File: src/rtl/fnd_scan_cntr.sv
// fnd_scan_cntr: 4-digit multiplexed 7-segment scanner with frame-latched values.
// Optional blink suppression is built only when FND_BLINK_EN is defined.
module fnd_scan_cntr #(
    parameter int SCAN_DIV  = 100_000,
    parameter int BLINK_DIV = 50_000_000
) (
    input  logic       clk,
    input  logic       reset_p,
    input  logic [7:0] left_val,
    input  logic [7:0] right_val,
    input  logic       dp_on,
    input  logic [1:0] blink,
    output logic [7:0] seg_7,
    output logic [3:0] com
);

    localparam int PW = (SCAN_DIV > 1) ? $clog2(SCAN_DIV) : 1;
    localparam logic [PW-1:0] P_LAST = PW'(SCAN_DIV - 1);

    logic [PW-1:0] presc;
    logic [1:0]    idx;
    logic          started;
    logic [7:0]    cap_l;
    logic [7:0]    cap_r;
    logic          p_tc;
    logic          frame_start;
    logic          hide;

    assign p_tc        = (presc == P_LAST);
    assign frame_start = !started || (p_tc && idx == 2'd3);

    function automatic logic [6:0] seg_code(input logic [3:0] d);
        logic [6:0] s;
        case (d)
            4'd0:    s = 7'h40;
            4'd1:    s = 7'h79;
            4'd2:    s = 7'h24;
            4'd3:    s = 7'h30;
            4'd4:    s = 7'h19;
            4'd5:    s = 7'h12;
            4'd6:    s = 7'h02;
            4'd7:    s = 7'h78;
            4'd8:    s = 7'h00;
            4'd9:    s = 7'h10;
            default: s = 7'h7F;
        endcase
        return s;
    endfunction

    // Prescaler and digit index; started marks the first post-reset clock.
    always_ff @(posedge clk or posedge reset_p) begin
        if (reset_p) begin
            presc   <= '0;
            idx     <= 2'd0;
            started <= 1'b0;
        end else begin
            started <= 1'b1;
            if (p_tc) begin
                presc <= '0;
                idx   <= idx + 2'd1;
            end else begin
                presc <= presc + 1'b1;
            end
        end
    end

    // Latch both values once per frame so a frame never mixes old and new data.
    always_ff @(posedge clk or posedge reset_p) begin
        if (reset_p) begin
            cap_l <= 8'd0;
            cap_r <= 8'd0;
        end else if (frame_start) begin
            cap_l <= left_val;
            cap_r <= right_val;
        end
    end

`ifdef FND_BLINK_EN
    localparam int BW = (BLINK_DIV > 1) ? $clog2(BLINK_DIV) : 1;
    localparam logic [BW-1:0] B_LAST = BW'(BLINK_DIV - 1);

    logic [BW-1:0] bcnt;
    logic          phase;
    logic [1:0]    blink_q;

    // Blink phase timer; restarts visible when blinking is first requested.
    always_ff @(posedge clk or posedge reset_p) begin
        if (reset_p) begin
            bcnt    <= '0;
            phase   <= 1'b0;
            blink_q <= 2'b00;
        end else begin
            blink_q <= blink;
            if (blink_q == 2'b00 && blink != 2'b00) begin
                bcnt  <= '0;
                phase <= 1'b0;
            end else if (bcnt == B_LAST) begin
                bcnt  <= '0;
                phase <= ~phase;
            end else begin
                bcnt <= bcnt + 1'b1;
            end
        end
    end

    assign hide = phase && (idx[1] ? blink[1] : blink[0]);
`else
    localparam int unused_blink_div = BLINK_DIV;
    logic unused_blink;
    assign unused_blink = ^blink;
    assign hide = 1'b0;
`endif

    logic [7:0] val;
    logic [3:0] digit;
    logic [6:0] seg_nxt;
    logic       blank;

    // Select the pair and the BCD digit for the current index.
    always_comb begin
        val     = idx[1] ? cap_l : cap_r;
        digit   = idx[0] ? 4'(val / 8'd10) : 4'(val % 8'd10);
        seg_nxt = (val > 8'd99) ? 7'h3F : seg_code(digit);
        blank   = (presc == '0) || p_tc || hide;
    end

    // Registered drive; blanking edges of each period avoids ghosting.
    always_ff @(posedge clk or posedge reset_p) begin
        if (reset_p) begin
            com   <= 4'hF;
            seg_7 <= 8'hFF;
        end else begin
            com   <= blank ? 4'hF : ~(4'b0001 << idx);
            seg_7 <= {~((idx == 2'd2) && dp_on), seg_nxt};
        end
    end

endmodule
File: config.mk
export PLATFORM = sky130hd
export DESIGN_NAME = fnd_scan_cntr
export DESIGN_NICKNAME = d
export VERILOG_FILES = /design/src/rtl/fnd_scan_cntr.sv
export SDC_FILE = /design/constraint.sdc
export NUM_CORES = 1
export LEC_CHECK = 0
export ABC_CLOCK_PERIOD_IN_PS = 4250
export BUFFER_PORTS_ARGS = -buffer_cell sky130_fd_sc_hd__buf_4
export CORE_MARGIN = 2
export CORE_UTILIZATION = 40
export CTS_BUF_LIST = sky130_fd_sc_hd__clkbuf_8
export DETAILED_ROUTE_END_ITERATION = 8
export PLACE_DENSITY_LB_ADDON = 0.2
export SYNTH_ARGS = -nofsm -noshare
export SYNTH_HDL_FRONTEND = slang
export SYNTH_SLANG_ARGS = --single-unit
File: constraint.sdc
create_clock -name clk -period 4.25 [get_ports clk]
set_clock_uncertainty 0.15 [all_clocks]
set_input_delay 0.425 -clock clk [delete_from_list [all_inputs] [get_ports clk]]
set_output_delay 0.425 -clock clk [all_outputs]
set_load 0.05 [all_outputs]
==> run metrics <==
Placer Congestion 0.845; H-tree depth 2; max-cap check violation count 0; Worst Hold Path EP seg_7[7]; Chip Height 91.8 um; worst r2r path cells 11; Final Critical Period 3.59 ns; Clock Root Buffer clkbuf_8; PwrDens 350 mW/mm^2; worst flop-to-flop path startpoint idx[1]; Final period util 0.846; total power 1.21 mW; Leak Pwr 1.47 nW; FMAX 278 MHz; Netlist Area Pre-Place 0.00308 mm^2; met1 Usage GRT 0.233; global-route wire length before repair 11300 um; final setup fails 0; FF-to-FF setup slack 0.66 ns; ANT nets after route 0; Worst Hold Depth 2; Total Wirelength 6540 um; HPWL Detailed 4640 um; DP Worst Slack 0.665 ns; CP Capture Type flop; post-synthesis async set-or-reset flop share 1.00; Remaining Overflow, GRT 0; unrepaired setup endpoints after global routing no; fin nets 366; vias in the first global route 2298; Synth Area per Inst 10.0 um^2; first-pass detailed-route iteration total 4; Clock Sink Count 48; Crit Path Category reg -> reg; number of DRC markers in iteration 0 171; Top Usage Layer GRT met2; Starting Density 0.405; EDFF count, synth 0; Antenna Cells 0; CP Max Fanout 13; GRT met2 Usage 0.262; Final Hold Fails 0; Slew Limit Headroom 0.341; YS warnings 0; Horiz. Die Dim 91.8 um; port bufs 30; status complete, no violations; I/O pins 33; Setup TNS 0 ns; grt met3 use 0.0312; area growth from synthesis to layout 12.6%; RR Endpoint seg_7[3]; sequential area share after synthesis 0.394; Primary FF master, synth dfrtp_1; total track usage 0.164; Post-CTS Hold Buffers 0; setup slack after layout 0.656 ns; detail-routed net length per standard cell 15.0 um; CTS Buf Count 5; # resized after CTS 0; CP arrival 3.68 ns; Synth cell types 63; clk_lat worst skew 0.31 ns; CTS tree yes; CP required 4.34 ns; DRC viols 0; Slew @ Worst Pin 0.988 ns; Post-Synthesis Cells 307; largest net degree at the start of global routing 49; postcts setup bufs 0; core box area 0.00761 mm^2; Vias/cell 5.52; Placed Cells 429; Cell Count, Final, Fillers Out 437; crit path launch type flop; Final Max Tran Viols 0; #FFs+latches synth 48; Hold Path Class in -> reg; initial antenna violation count 0; syn_nets 339; Max Root-Sink Buffers 2; layout cells sized above 1 0.290; row cnt 32; hold path startpoint dp_on; Vias 2412; Worst-path clk slew 0.09 ns; maximum vdd drop 0.150 mV; Die ar. 0.00843 mm^2
[state kept, by name, indices dropped and copies added (netlist names)]
signal   count
cap_r        8
com          4
seg_7        8
cap_l        8
idx          2
started      1
presc       17
[cells by family (layout without fill, tap and decap cells)]
kind of cell    after synthesis  count (layout)  synth area share
fa+ha+maj                    12              12            0.0483
simple gates                 96              96             0.154
buf+inv                      26              54            0.0467
compound gates               73              73             0.173
flops                        48              48             0.394
other cells                   1               1           0.00122
xor+xnor                     18              18            0.0511
mux                          33              33             0.131
[stage by stage]
| step | cell area (um^2) | util | hold WS (ns) |
|---|---|---|---|
| global placement | 3380 | 0.444 | 0.340 |
| detailed placement | 3380 | 0.444 | 0.341 |
| floorplan | 3080 | - | 0.310 |
| CTS | 3470 | 0.456 | 0.0758 |
| global route | 3470 | 0.456 | 0.0686 |
| finish | 3470 | 0.456 | 0.0814 |
[critical path, stage by stage, from the launching register on]
cell and delay [ns]:
dfrtp_1 0.66, mux2i_2 0.70, nand3_1 0.20, a211o_1 0.35
nand3_1 0.15, a21boi_2 0.27, nor4_2 0.08, a211oi_2 0.33
ha_1 0.31, nor2_1 0.12, a21oi_1 0.06, o21ai_1 0.14
[how the worst max path moves through the flow]
stage | start | end | slack (ns) | cells after the start
2_1_floorplan | idx[1] | seg_7[3] | 1.16 | 12
3_3_place_gp | idx[1] | seg_7[4] | 0.72 | 13
3_5_place_dp | idx[1] | seg_7[3] | 0.66 | 12
4_1_cts | idx[1] | seg_7[3] | 0.64 | 12
5_1_grt | idx[1] | seg_7[3] | 0.37 | 11
6_report | idx[1] | seg_7[3] | 0.66 | 11
[power breakdown]
part / internal, mW / switching (mW)
combinational: 0.151 / 0.249
clock: 0.133 / 0.160
sequential: 0.501 / 0.0195
total: 0.785 / 0.429
[synth_stat cells, types with 2 or more instances]
| master | count | area, um^2 |
|---|---|---|
| o21ai_1 | 9 | 45.0 |
| nor2_1 | 18 | 67.6 |
| mux2i_1 | 5 | 50.1 |
| a32oi_1 | 2 | 17.5 |
| o2111ai_1 | 2 | 17.5 |
| nand2_2 | 2 | 12.5 |
| a31oi_1 | 3 | 18.8 |
| mux2_4 | 3 | 45.0 |
| a221oi_1 | 2 | 17.5 |
| xnor2_1 | 8 | 70.1 |
| dfstp_2 | 12 | 315 |
| ha_1 | 11 | 138 |
| o211ai_1 | 5 | 37.5 |
| nor3_1 | 5 | 25.0 |
| o211a_1 | 2 | 20.0 |
| nand4_1 | 8 | 50.1 |
| buf_4 | 2 | 15.0 |
| a32o_1 | 2 | 20.0 |
| o22ai_1 | 3 | 18.8 |
| a211oi_2 | 2 | 25.0 |
| or3_1 | 4 | 25.0 |
| a21oi_1 | 13 | 65.1 |
| and3_1 | 2 | 12.5 |
| o21ai_0 | 8 | 40.0 |
| mux2_2 | 21 | 236 |
| inv_1 | 10 | 37.5 |
| nor4_1 | 2 | 12.5 |
| a41oi_1 | 3 | 26.3 |
| mux2i_4 | 2 | 45.0 |
| xor2_1 | 10 | 87.6 |
| nand2_1 | 31 | 116 |
| mux2i_2 | 2 | 27.5 |
| clkbuf_1 | 3 | 11.3 |
| o31ai_1 | 2 | 15.0 |
| nand3_1 | 15 | 75.1 |
| dfrtp_1 | 36 | 901 |
| a21o_1 | 2 | 15.0 |
| buf_2 | 7 | 35.0 |
| buf_6 | 4 | 45.0 |
[area by class of cell]
class,count,area (um^2)
clock inverters,2,13.8
flip-flops and latches,48,1220
well taps,102,128
inverters,10,37.5
multi-input cells,233,1720
clock buffers,6,82.6
fillers,756,4140
repair buffers,36,270
[per-layer routing]
metal / routed length, um / up-vias / part of all wire
li1: - / 1184 / -
met1: 3110 / 1173 / 0.48
met2: 3100 / 48 / 0.47
met3: 254 / 7 / 0.039
met4: 73 / 0 / 0.011
met5: 0 / - / 0
[cell usage in the layout, fill, tap and decap left out, drive strengths merged, types with 3 or more instances in the layout]
cell type / Yosys / final
a211oi: 3 / 3
a21oi: 13 / 13
a31oi: 3 / 3
a41oi: 3 / 3
buf: 13 / 36
clkbuf: 3 / 6
dfrtp: 36 / 36
dfstp: 12 / 12
ha: 11 / 11
inv: 10 / 11
mux2: 24 / 24
mux2i: 9 / 9
nand2: 33 / 33
nand3: 15 / 15
nand4: 9 / 9
nor2: 19 / 19
nor3: 5 / 5
nor4: 3 / 3
o211ai: 5 / 5
o21ai: 17 / 17
o22ai: 3 / 3
o31ai: 3 / 3
or3: 4 / 4
xnor2: 8 / 8
xor2: 10 / 10
(Power assumes the default switching activity.)
